[config.mk]
export PLATFORM = sky130hd
export DESIGN_NAME = serial_add_ctrl_flat
export DESIGN_NICKNAME = d
export VERILOG_FILES = /design/src/rtl/serial_add_ctrl_pkg.sv /design/src/rtl/serial_add_ctrl_if.sv /design/src/rtl/serial_add_ctrl_sum_sipo.sv /design/src/rtl/serial_add_ctrl.sv /design/src/flat_wrapper.sv
export SDC_FILE = /design/constraint.sdc
export NUM_CORES = 1
export LEC_CHECK = 0
export ABC_AREA = 0
export CAP_MARGIN = 20
export CELL_PAD_IN_SITES_DETAIL_PLACEMENT = 0
export CELL_PAD_IN_SITES_GLOBAL_PLACEMENT = 1
export CORE_ASPECT_RATIO = 1.75
export CORE_UTILIZATION = 44
export DETAILED_ROUTE_END_ITERATION = 8
export PLACE_DENSITY_LB_ADDON = 0.1
export SYNTH_ARGS = -nofsm -noshare
export SYNTH_HDL_FRONTEND = slang
export SYNTH_SLANG_ARGS = --single-unit
[constraint.sdc]
create_clock -name clk -period 4.6 [get_ports clk]
set_clock_uncertainty 0.1 [all_clocks]
set_input_delay 0.46 -clock clk [delete_from_list [all_inputs] [get_ports clk]]
set_output_delay 0.46 -clock clk [all_outputs]
set_load 0.02 [all_outputs]
[src/rtl/serial_add_ctrl_pkg.sv]
// serial_add_ctrl shared types and constants.
// Default operand width and per-phase cycle count.
package serial_add_ctrl_pkg;

  localparam int DEF_N     = 4;
  localparam int PHASE_LEN = DEF_N;

  typedef enum logic [2:0] {
    IDLE,
    CLR,
    LOAD_A,
    LOAD_B,
    ADD,
    DONE
  } state_t;

endpackage

[src/rtl/serial_add_ctrl_if.sv]
// Control/data bundle between the controller
// and the external 4-bit serial adder.
interface serial_add_ctrl_if;

  logic sa_s_in;
  logic sa_shift;
  logic sa_clr_b;
  logic sa_s_out;

  modport master (
    output sa_s_in,
    output sa_shift,
    output sa_clr_b,
    input  sa_s_out
  );

  modport slave (
    input  sa_s_in,
    input  sa_shift,
    input  sa_clr_b,
    output sa_s_out
  );

endinterface

[src/rtl/serial_add_ctrl_sum_sipo.sv]
// Serial-in/parallel-out capture of the adder's sum stream.
// Bits enter at the MSB, so the first captured bit ends up in bit 0.
module sum_sipo #(
  parameter int N = 4
) (
  input  logic         clk,
  input  logic         clear_b,
  input  logic         en,
  input  logic         s_in,
  output logic [N-1:0] q,
  output logic [N-1:0] nxt
);

  assign nxt = {s_in, q[N-1:1]};

  always_ff @(posedge clk or negedge clear_b) begin
    if (!clear_b) begin
      q <= '0;
    end else if (en) begin
      q <= nxt;
    end
  end

endmodule

[src/rtl/serial_add_ctrl.sv]
// Sequences a serial adder: clear, shift in A, shift in B,
// then shift out and capture the N-bit sum.
module serial_add_ctrl
  import serial_add_ctrl_pkg::*;
#(
  parameter int N = DEF_N
) (
  input  logic                   clk,
  input  logic                   clear_b,
  input  logic                   start,
  input  logic [N-1:0]           op_a,
  input  logic [N-1:0]           op_b,
  serial_add_ctrl_if.master      sa,
  output logic                   busy,
  output logic                   done,
  output logic [N-1:0]           sum
);

  localparam int CW = (N > 1) ? $clog2(N) : 1;
  localparam logic [CW-1:0] LAST = CW'(N - 1);

  state_t        state_q;
  state_t        state_d;
  logic [CW-1:0] cnt_q;
  logic [CW-1:0] cnt_d;
  logic [N-1:0]  a_q;
  logic [N-1:0]  b_q;
  logic [N-1:0]  sipo_q;
  logic [N-1:0]  sipo_nxt;
  logic          last;

  logic s_in_q;
  logic shift_q;
  logic clr_b_q;
  logic s_in_d;
  logic shift_d;
  logic clr_b_d;
  logic busy_d;
  logic done_d;

  assign last = (cnt_q == LAST);

  always_comb begin
    state_d = state_q;
    cnt_d   = cnt_q;
    unique case (state_q)
      IDLE: begin
        if (start) state_d = CLR;
      end
      CLR: begin
        state_d = LOAD_A;
        cnt_d   = '0;
      end
      LOAD_A: begin
        cnt_d = last ? '0 : cnt_q + 1'b1;
        if (last) state_d = LOAD_B;
      end
      LOAD_B: begin
        cnt_d = last ? '0 : cnt_q + 1'b1;
        if (last) state_d = ADD;
      end
      ADD: begin
        cnt_d = last ? '0 : cnt_q + 1'b1;
        if (last) state_d = DONE;
      end
      DONE: begin
        state_d = IDLE;
      end
      default: begin
        state_d = IDLE;
        cnt_d   = '0;
      end
    endcase
  end

  // Outputs are decoded from the next state so they can be registered
  // and still line up with the state they belong to.
  always_comb begin
    s_in_d  = 1'b0;
    shift_d = 1'b0;
    clr_b_d = 1'b1;
    done_d  = 1'b0;
    busy_d  = (state_d != IDLE);
    unique case (1'b1)
      (state_d == CLR): begin
        clr_b_d = 1'b0;
      end
      (state_d == LOAD_A): begin
        shift_d = 1'b1;
        s_in_d  = a_q[cnt_d];
      end
      (state_d == LOAD_B): begin
        shift_d = 1'b1;
        s_in_d  = b_q[cnt_d];
      end
      (state_d == ADD): begin
        shift_d = 1'b1;
      end
      (state_d == DONE): begin
        done_d = 1'b1;
      end
      default: begin
        s_in_d = 1'b0;
      end
    endcase
  end

  always_ff @(posedge clk or negedge clear_b) begin
    if (!clear_b) begin
      state_q <= IDLE;
      cnt_q   <= '0;
      a_q     <= '0;
      b_q     <= '0;
      s_in_q  <= 1'b0;
      shift_q <= 1'b0;
      clr_b_q <= 1'b1;
      busy    <= 1'b0;
      done    <= 1'b0;
      sum     <= '0;
    end else begin
      state_q <= state_d;
      cnt_q   <= cnt_d;
      s_in_q  <= s_in_d;
      shift_q <= shift_d;
      clr_b_q <= clr_b_d;
      busy    <= busy_d;
      done    <= done_d;
      if (state_q == IDLE && start) begin
        a_q <= op_a;
        b_q <= op_b;
      end
      // Last sum bit arrives on this edge, so take the SIPO's next value.
      if (state_q == ADD && last) begin
        sum <= sipo_nxt;
      end
    end
  end

  sum_sipo #(
    .N(N)
  ) u_sipo (
    .clk     (clk),
    .clear_b (clear_b),
    .en      (state_q == ADD),
    .s_in    (sa.sa_s_out),
    .q       (sipo_q),
    .nxt     (sipo_nxt)
  );

  assign sa.sa_s_in  = s_in_q;
  assign sa.sa_shift = shift_q;
  assign sa.sa_clr_b = clr_b_q;

endmodule
[src/flat_wrapper.sv]
// flat-port wrapper written by rule: the top's interface ports become plain ports
module serial_add_ctrl_flat import serial_add_ctrl_pkg::*;
#(
  parameter int N = DEF_N
)
  (clk, clear_b, start, op_a, op_b, busy, done, sum, sa_sa_s_in, sa_sa_shift, sa_sa_clr_b, sa_sa_s_out);
  serial_add_ctrl_if sa_i ();
  input  logic clk;
  input  logic clear_b;
  input  logic start;
  input  logic [N-1:0] op_a;
  input  logic [N-1:0] op_b;
  output logic busy;
  output logic done;
  output logic [N-1:0] sum;
  output wire logic [$bits(sa_i.sa_s_in)-1:0] sa_sa_s_in;
  output wire logic [$bits(sa_i.sa_shift)-1:0] sa_sa_shift;
  output wire logic [$bits(sa_i.sa_clr_b)-1:0] sa_sa_clr_b;
  input wire logic [$bits(sa_i.sa_s_out)-1:0] sa_sa_s_out;
  assign sa_sa_s_in = sa_i.sa_s_in;
  assign sa_sa_shift = sa_i.sa_shift;
  assign sa_sa_clr_b = sa_i.sa_clr_b;
  assign sa_i.sa_s_out = sa_sa_s_out;
  serial_add_ctrl #(.N(N)) u_core (.clk(clk), .clear_b(clear_b), .start(start), .op_a(op_a), .op_b(op_b), .sa(sa_i), .busy(busy), .done(done), .sum(sum));
endmodule
# After elaboration in Yosys (flattened, before gate mapping)
# Cells that the tools add are included.
# word_totals
elab_cells	46
input_bits	12
out_inout_bits	9
ff_bits	26
# classes
reduce_logical	7
mux	15
order_cmp	1
n_eq_ne	11
addsub	1
# ops
op	n
one-hot mux 3 bit (5 select lines)	1
== test 3 x 2 -> 1 bit (second input constant)	4
== test 3 bit (second input constant)	4
2-to-1 mux 3 bit	4
== test 3 x 1 -> 1 bit (second input constant)	2
OR reduction 3 bit	2
2-to-1 mux 1 bit	5
binary-select mux 1 bit (select 2 bit)	2
one-hot mux 2 bit (2 select lines)	1
logical NOT 3 bit	1
less-than comparator 2 x 3 -> 1 bit (second input constant)	1
nonzero test 3 bit	1
adder 2 x 1 -> 2 bit (second input constant)	1
== test 2 bit (second input constant)	1
logical AND 1 bit	2
2-to-1 mux 2 bit	1
one-hot mux 1 bit (2 select lines)	1
OR reduction 2 bit	1

# Depth between registers and ports, before layout
# Gate-level depths: netlist (run 1).
# depth
word_depth	6
ltp_mapped	7
depth_no_buf	7

# Cells and area by module
# Synthesis (run 1) repeated with hierarchy kept, for this count alone.
# hier_totals
cells_unflattened	89
area_unflattened_um2	1172.4
# modules_own_cells
module	seq_area_each_um2	cells_each	area_each_um2	n_inst
serial_add_ctrl	551.8	77	997.2	1
sum_sipo	100.1	12	175.2	1

# Least setup slack after synthesis (run 1)
# Ideal clock, no wire load.
# synth_path
path_type	flip-flop to flip-flop
from	register u_core.cnt_q[0]
to	register u_core.s_in_q, in the netlist u_core.sa.sa_s_in
path_stages_with_launch	7
period_less_slack_ps	1954
arrival_ps	1780
path_buffers	0
setup_ps	74
slack_ps	2646
cell_sequence	dfrtp_1 ha_1 or3b_4 a311oi_4 a2bb2oi_2 o221ai_2 a21oi_2
# synth_between
elab_chain_len	6
elab_cells_between_ends	15
classes_between	add/sub (1); eq/ne (3); mux (11)
# synth_lines
item	line	source
start: declaration	serial_add_ctrl.sv:24	logic [CW-1:0] cnt_q;
start signal: assignment	serial_add_ctrl.sv:122	cnt_q <= cnt_d;
adder 2 x 1 -> 2 bit or == test 2 bit (tied branches)	-	
2-to-1 mux 2 bit	serial_add_ctrl.sv:55, serial_add_ctrl.sv:59, serial_add_ctrl.sv:63	
one-hot mux 2 bit (2 select lines)	serial_add_ctrl.sv:46	unique case (state_q)
binary-select mux 1 bit (select 2 bit) (on tied branches)	serial_add_ctrl.sv:94, serial_add_ctrl.sv:90	
2-to-1 mux 1 bit (on tied branches)	serial_add_ctrl.sv:94, serial_add_ctrl.sv:90	
one-hot mux 1 bit (2 select lines) *	serial_add_ctrl.sv:84	unique case (1'b1)
net u_core.s_in_d	serial_add_ctrl.sv:35	logic s_in_d;
end signal: assignment	serial_add_ctrl.sv:123	s_in_q <= s_in_d;
end: declaration	serial_add_ctrl.sv:32	logic s_in_q;
# The timed path passes the listed nets; every way through them passes the cells marked *. The select of a mux whose other input is x is not followed.
# A chain may end at the register's enable or synchronous reset.

# Worst setup path after layout (run 1)
# Ends and elaborated chain as after synthesis.

==> results of run 1 <==
path summary, 6_finish.rpt:
kind                                      startpoint                      endpoint  slack (ns)
max                        u_core.cnt_q[0]$_DFF_PN0_   u_core.sa.sa_s_in$_DFF_PN0_        2.46
min                        u_core.sum[2]$_DFFE_PN0P_     u_core.sum[2]$_DFFE_PN0P_        0.39
max in group asynchronous                    clear_b  u_core.sa.sa_clr_b$_DFF_PN1_        3.37
min in group asynchronous                    clear_b     u_core.cnt_q[0]$_DFF_PN0_        0.46
min reg2reg                u_core.sum[2]$_DFFE_PN0P_     u_core.sum[2]$_DFFE_PN0P_        0.39
max reg2reg                u_core.cnt_q[0]$_DFF_PN0_   u_core.sa.sa_s_in$_DFF_PN0_        2.46
layout by cell type, fill, tap and decap left out, types with 2 or more instances in the layout:
cell / n
sky130_fd_sc_hd__nand3b_1: 2
sky130_fd_sc_hd__nor3b_1: 3
sky130_fd_sc_hd__o221ai_2: 2
sky130_fd_sc_hd__clkdlybuf4s50_1: 20
sky130_fd_sc_hd__clkbuf_8: 3
sky130_fd_sc_hd__mux2_1: 15
sky130_fd_sc_hd__o21ai_0: 2
sky130_fd_sc_hd__dfrtp_1: 24
sky130_fd_sc_hd__nor2_1: 3
sky130_fd_sc_hd__nand2b_1: 3
sky130_fd_sc_hd__nand2_1: 4
sky130_fd_sc_hd__inv_2: 3
per-stage QoR:
| step | hold slack (ns) | instance area, um2 |
|---|---|---|
| 2_1_floorplan | 0.0644 | 1170 |
| 3_3_place_gp | 0.364 | 1380 |
| 3_5_place_dp | 0.378 | 1400 |
| 4_1_cts | 0.398 | 1450 |
| 5_1_grt | 0.412 | 1450 |
| 6_report | 0.389 | 1450 |
state kept, by name (all words and copies together) (netlist names):
signal	count
u_core.a_q	4
u_core.b_q	4
u_core.sum	4
u_core.state_q	3
u_core.u_sipo.q	3
u_core.cnt_q	2
u_core.busy	1
u_core.done	1
u_core.sa.sa_clr_b	1
u_core.sa.sa_s_in	1
u_core.sa.sa_shift	1
power breakdown:
group / switching (W) / internal [W] / leakage [nW] / total [W]
sequential: 0.0000661 / 0.000302 / 0.307 / 0.000368
combinational: 0.000186 / 0.000195 / 0.275 / 0.000380
clock: 0.0000664 / 0.0000605 / 0.0255 / 0.000127
cells by family after synthesis:
kind of cell	synth area share
and+or+nand+nor	0.131
DFF	0.536
AOI/OAI and AO/OA	0.135
buffers and inverters	0.0343
muxes	0.153
adders and majority gates	0.0107
layout make-up:
cell class / count / area (um2)
clock buffers: 3 / 41.3
clock inverters: 1 / 5.00
fillers: 220 / 1050
inverters: 4 / 15.0
multi-input cells: 58 / 502
flip-flops and latches: 25 / 627
well taps: 26 / 32.5
repair buffers: 22 / 223
per-layer routing:
| metal | global-route usage | vias to the layer above | wire length, um |
|---|---|---|---|
| li1 | - | 373 | - |
| met5 | 0 | - | 0 |
| met4 | 0.0778 | 0 | 42 |
| met2 | 0.274 | 17 | 1000 |
| met1 | 0.211 | 368 | 863 |
| met3 | 0.0286 | 5 | 65 |
worst max-delay path, cell delays in order (launching register included):
cell and delay, ns:
sky130_fd_sc_hd__dfrtp_1 0.44, sky130_fd_sc_hd__ha_1 0.31, sky130_fd_sc_hd__or3b_4 0.43, sky130_fd_sc_hd__a311oi_4 0.34
sky130_fd_sc_hd__a2bb2oi_2 0.18, sky130_fd_sc_hd__o221ai_2 0.12, sky130_fd_sc_hd__a21oi_2 0.15
==> flow_results.org, run 1 <==
** Outcome
- The run finished with clean final reports.

** Power and ir drop
- For this design the static power due to leakage is between 0.6 and 0.7 nW.
- Overall power of the completed layout :: 0.000875 W
- VDD sags by at most ~0.37 mV.
- For this design the ratio of total power to cell area is around 600 mW/mm2.

** Routing
- Number of antenna-violating nets in the routed design :: 0
- For this block, the initial DRC count from the detailed router was 8.
- Using the TritonRoute via totals, the vias-per-cell ratio works out to approximately 5.5.
- WL final :: 1.98 mm
- The first TritonRoute pass finished after 3 iterations.
- In the final routed layout, each cell accounts on average for roughly 14 um.
- The detailed router placed around 760 vias in this run.
- After detailed routing, the number of remaining DRC violations is 0.

** Min path
- Hold WC Path Type :: reg2reg
- Hold Path Cell Cnt :: 1

** Critical path
- Category of the critical setup timing path :: reg2reg
- Of all nets on the critical path, the largest fanout is 8.
- Critical path data required time :: roughly 4.7 ns
- At the worst endpoint, the arrival time is between 2 and 2.5 ns.
- Register-to-Register Path Depth :: 6
- Startpoint class of the critical path :: flip-flop
- The worst setup path is captured at a flip-flop.

** Clock network
- The tree is rooted in a sky130_fd_sc_hd__clkbuf_8.
- Once the clock tree was built, the setup fixing pass inserted 0 buffers.
- Htree depth :: 1
- After clock tree synthesis, the repair step resized 0 gates.
- Clock tree synthesis found a total of 25 sinks.
- CTS tree :: yes
- Clock-pin slew was measured on the worst setup and hold paths at approximately 0.080 ns.
- Clock tree buffer depth :: 2
- The clock reaches the later pin of the worst-skew pair after ~0.27 ns.
- In this run, post-CTS hold repair placed 0 buffers.
- Buffers inserted during clock tree synthesis total 3.

** Placement
- The number of placed instances, taps included, is roughly 140.
- Buffers placed on the I/O ports in this run total 20.
- Weighted congestion at the end of routability-driven global placement :: approximately 0.7
- Detailed-placement wirelength estimate :: about 1.5 mm
- Worst slack at placement :: approximately 2.5 ns

** Synth
- Cell with the most instances after synthesis :: sky130_fd_sc_hd__dfrtp_1
- Counting flops with an async set or reset pin after synthesis yields a share of 1.00.
- Unique masters post-synth :: 39
- In this run, synthesis produced a sequential element count of 25.
- Summed over all instances, the cell type with the most area after synthesis is sky130_fd_sc_hd__dfrtp_1.
- In the synthesized netlist, the number of instances is 92.
- Area share of the leading cell type in the synthesized netlist :: 0.514
- The Yosys step of the flow raised 0 warnings.
- Yosys attributes the largest share of cell area to sky130_fd_sc_hd__dfrtp_1 (51%), sky130_fd_sc_hd__mux2_1 (14%), sky130_fd_sc_hd__o221ai_2 (2.6%).
- Summing every instance area after synthesis gives between 0.001 and 0.0015 mm2.
- Sequential-to-total area share from yosys stat :: 0.536
- Ranked by instance count, the synthesized netlist is headed by sky130_fd_sc_hd__dfrtp_1 (24), sky130_fd_sc_hd__mux2_1 (15), sky130_fd_sc_hd__nand2_1 (4).
- Among all flip-flop cells after synthesis, the most frequent one is sky130_fd_sc_hd__dfrtp_1.
- Dividing the synthesized area by the synthesized cell count gives between 10 and 15 um2.
- Post-synthesis net count :: ~110
- Number of flops mapped to enable cells by yosys :: 0

** Timing
- The clock period could shrink to 2.14 ns.
- Timing would allow up to around 470 MHz.
- Final-layout setup total negative slack :: 0 ns
- Final count of pins violating max slew :: 0
- Setup violations remaining at the end of the flow were counted as 0.
- In the post-route analysis, the smallest setup slack over all paths is about 2.5 ns.
- Setup repair after global routing left no endpoint under its margin.
- Slew headroom :: 0.510
- The final hold violation count is 0.
- Slew at the pin with the worst max-slew slack :: 0.725 ns
- Final cycle utilization of the critical path :: 0.465

** Floorplanning
- In this run the horizontal extent of the chip is approximately 41 um.
- Area of the core region :: about 0.0025 mm2
- Floorplan die area :: approximately 0.0029 mm2
- For this configuration, the core starts out at a cell density of 0.469.
- Floorplan die height :: 70.2 um
- Pin placement for this block handled 21 I/O pins.
- After floorplanning, the core was divided into 24 placement rows.

** Final layout
- Layout Utilization :: 0.580
- Layout Area Growth over Synthesis :: 23.7%
- Layout cell share with drive strength beyond 1 :: 0.150
- The number of antenna diodes in the final layout is 0.
- Count of placed standard cells in the final layout, fillers left out :: roughly 140
- Final #Nets :: 127

** GRT
- The initial antenna violation count came to 0.
- The number of global-route vias before repair is around 820.
- Total congestion overflow after global routing :: 0
- Entering global routing, the biggest net connects 19 pins.
- First-pass GRT wire length :: about 3.5 mm
- Across every metal layer, demand over resource in global routing totals 0.172.

** Job
- MaxCap Viol Count :: 0
Note: power is estimated with default switching activity, not from simulation.
==> run 2, diff against run 1 <==
--- a/config.mk
+++ b/config.mk
@@ -10,7 +10,7 @@
 export CELL_PAD_IN_SITES_DETAIL_PLACEMENT = 0
 export CELL_PAD_IN_SITES_GLOBAL_PLACEMENT = 1
 export CORE_ASPECT_RATIO = 1.75
-export CORE_UTILIZATION = 44
+export CORE_UTILIZATION = 41
 export DETAILED_ROUTE_END_ITERATION = 8
 export PLACE_DENSITY_LB_ADDON = 0.1
 export SYNTH_ARGS = -nofsm -noshare
==> constraint.sdc (replaced) <==
create_clock -name clk -period 2.16 [get_ports clk]
set_clock_uncertainty 0.1 [all_clocks]
set_input_delay 0.216 -clock clk [delete_from_list [all_inputs] [get_ports clk]]
set_output_delay 0.216 -clock clk [all_outputs]
set_load 0.02 [all_outputs]
==> run 2 against run 1 <==
Non-clock buffer count grew 5; first-iteration DRC count up 38%; sequential power is 100% higher; maximum frequency grew 4.7%; routed wire length is 5.4% higher; critical path type unchanged; critical endpoint unchanged; highest routed layer unchanged.
==> flow_results.org, run 2 (synthesis gave the netlist of run 1 again) <==
** Critical path
- Setup slack, reg-to-reg :: 0.12 ns (was 2.46 ns)
- The cell at the slowest stage of the critical path is sky130_fd_sc_hd__dfrtp_1 (unchanged).
- Critical path data required time :: 2.20 ns (was 4.70 ns)
- Category of the critical setup timing path :: reg2reg (unchanged)
- The worst endpoint data arrival time came to 2.09 ns (was 2.24 ns).
- The highest net fanout along the worst path is 6 (was 8).
- Slowest stage delay, CP :: 0.44 ns (about the same)
- The source of the critical timing path was u_core.cnt_q[0]$_DFF_PN0_ (unchanged).
- List of cells traversed by the critical path: ha_2, mux2i_1, o211a_1, inv_2, mux2_1, o221ai_2, a21oi_2 (was ha_1, or3b_4, a311oi_4, a2bb2oi_2, o221ai_2, a21oi_2).
- The count of cells along the worst register-to-register path was 7 (was 6).
- Launch instance of the worst register-to-register path :: u_core.cnt_q[0]$_DFF_PN0_ (unchanged)
- The endpoint type of the worst setup path is a flip-flop (unchanged).
- The nature of the critical path startpoint was a flip-flop (unchanged).
- Setup crit end :: u_core.sa.sa_s_in$_DFF_PN0_ (unchanged)
- The end of the worst register-to-register path was u_core.sa.sa_s_in$_DFF_PN0_ (unchanged).

** Placement
- Detailed-placement wirelength estimate :: 1.56 mm (was 1.49 mm)
- Post-Place Cells :: 141 (was 135)
- The quantity of I/O buffers inserted on ports is 20 (unchanged).
- Weighted congestion at the end of routability-driven global placement :: 0.753 (was 0.711)

** Routing
- Number of iterations in the first detailed-routing pass :: 4 (was 3)
- Total number of vias :: 789 (was 763)
- The detailed-route wire length per cell came to 14.4 um (was 14.2 um).
- The post-route antenna net violation count is 0 (unchanged).
- The wire length reported by the detailed router came to 2.08 mm (was 1.98 mm).
- Drt initial violations :: 11 (was 8)
- Via density per instance :: 5.44 (was 5.49)
- Count of unresolved DRC violations after routing :: 0 (unchanged)

** Clock network
- Htree depth :: 1 (unchanged)
- The clock-pin slew of the registers on the worst-case setup and hold paths is 0.08 ns (about the same).
- The number of instances resized during post-cts repair is 0 (unchanged).
- Clock tree buffer depth :: 2 (unchanged)
- The total clock sinks is 25 (unchanged).
- CTS hold repair buffers :: 0 (unchanged)
- Library cell used as clock root buffer :: sky130_fd_sc_hd__clkbuf_8 (unchanged)
- The worst-skew pair later-pin latency is 0.26 ns (was 0.27 ns).
- CTS tree :: yes (unchanged)
- The number of buffers inserted by post-CTS setup repair is 0 (unchanged).
- The total clock buffers created by CTS came to 3 (unchanged).

** Final layout
- Total of fill cells in the finished design :: 256 (was 220)
- Commonest cells after routing, fill and taps aside: sky130_fd_sc_hd__dfrtp_1 (24), sky130_fd_sc_hd__clkdlybuf4s50_1 (20), sky130_fd_sc_hd__mux2_1 (15) (unchanged).
- Count of placed standard cells in the final layout, fillers left out :: 145 (was 139)
- Antenna diode instance count :: 0 (unchanged)
- Regs by FF count :: u_core.a_q (4), u_core.b_q (4), u_core.sum (4) (unchanged)
- The fraction of final layout cells with drive strength greater than 1 came to 0.186 (was 0.150).
- The synthesis-to-finish area growth came to 26.4% (was 23.7%).
- Final #Nets :: 132 (was 127)
- Most common cell after layout, fill and taps aside :: sky130_fd_sc_hd__dfrtp_1 (unchanged)

** Timing
- Unrepaired setup endpoints after global routing :: false (unchanged)
- The worst-margin pin slew came to 0.310 ns (was 0.725 ns).
- Achievable Freq :: 489 MHz (was 467 MHz)
- Final-layout setup total negative slack :: 0 ns (unchanged)
- The max-slew violation count came to 0 (unchanged).
- The worst hold slack came to 0.215 ns (was 0.389 ns).
- Setup-failing EPs final :: 0 (unchanged)
- The final hold violation count is 0 (unchanged).
- Post-route minimum period :: 2.04 ns (was 2.14 ns)
- Slew headroom :: 0.790 (was 0.510)
- Final cycle utilization of the critical path :: 0.946 (was 0.465)

** Floorplanning
- The starting density of the core was 0.434 (was 0.469).
- The width of the die is 42.4 um (was 41.0 um).
- Area of the core region :: 0.00269 mm2 (was 0.00249 mm2)
- Floorplan die area :: 0.00308 mm2 (was 0.00287 mm2)
- Std cell rows :: 25 (was 24)
- The top-level port count was 21 (unchanged).
- Floorplan die height :: 72.6 um (was 70.2 um)

** Power and ir drop
- Peak supply drop :: 0.736 mV (was 0.370 mV)
- The power density relative to cell area came to 1300 mW/mm2 (was 606 mW/mm2).
- The cell leakage power is 0.626 nW (was 0.608 nW).

** Min path
- The classification of the worst-slack hold path is in2async (was reg2reg).

** GRT
- Number of global-route vias before repair :: 775 (was 815)
- First-pass GRT wire length :: 3.44 mm (was 3.46 mm)
- The initial antenna violation count is 0 (unchanged).
- The global router's overall resource usage came to 0.146 (was 0.172).
- Largest net degree at the start of global routing :: 26 (was 19)
- Total congestion overflow after global routing :: 0 (unchanged)

** Job
- The number of max-cap violations is 0 (unchanged).

** Outcome
- Status: completed (unchanged).
run 2: worst min-delay path by stage:
stage                                    startpoint                           to  cells after the start
after floorplan                             clear_b    u_core.a_q[0]$_DFFE_PN0P_                      0
after global placement    u_core.a_q[0]$_DFFE_PN0P_    u_core.a_q[0]$_DFFE_PN0P_                      1
after detailed placement  u_core.a_q[2]$_DFFE_PN0P_    u_core.a_q[2]$_DFFE_PN0P_                      1
after CTS                                   clear_b  u_core.sa.sa_s_in$_DFF_PN0_                      2
after global routing                        clear_b  u_core.sa.sa_s_in$_DFF_PN0_                      2
final                                       clear_b    u_core.b_q[2]$_DFFE_PN0P_                      2
run 2: area by class of cell:
class	count	area, um2	area share
multi-input cells	58	504	0.341
well taps	27	33.8	0.0229
flip-flops and latches	25	627	0.424
repair buffers	27	253	0.171
inverters	4	15.0	0.0102
clock buffers	4	45.0	0.0305
run 2: metrics by stage:
step | util | power (W) | setup WS, ns | area, um2
2_1_floorplan | - | 0.00139 | 0.206 | 1170
3_3_place_gp | 0.532 | 0.00165 | 0.131 | 1430
3_5_place_dp | 0.532 | 0.00167 | 0.0991 | 1430
4_1_cts | 0.548 | 0.00195 | 0.0689 | 1480
5_1_grt | 0.549 | 0.00207 | 0.0296 | 1480
6_report | 0.549 | 0.00193 | 0.117 | 1480
run 2: critical path, delay by kind of cell (launching register included):
kind	cells	cell delay (ns)
AO/OA/AOI/OAI	3	0.51
buffers and inverters	1	0.06
multiplexers	2	0.43
flip-flops	1	0.44
adder cells (fa/ha/maj)	1	0.39
run 2: layer usage:
metal	up-vias	share of wire	track usage
met4	0	0.0086	0.0590
met5	-	0	0
met2	11	0.54	0.253
met1	394	0.44	0.182
met3	2	0.017	0.0173
li1	382	-	-
run 2: report_power, final:
| group | internal (W) | leakage [nW] | switching [W] | total, W |
|---|---|---|---|---|
| Sequential | 0.000644 | 0.307 | 0.000110 | 0.000754 |
| Combinational | 0.000464 | 0.296 | 0.000440 | 0.000904 |
| Clock | 0.000131 | 0.0228 | 0.000137 | 0.000269 |
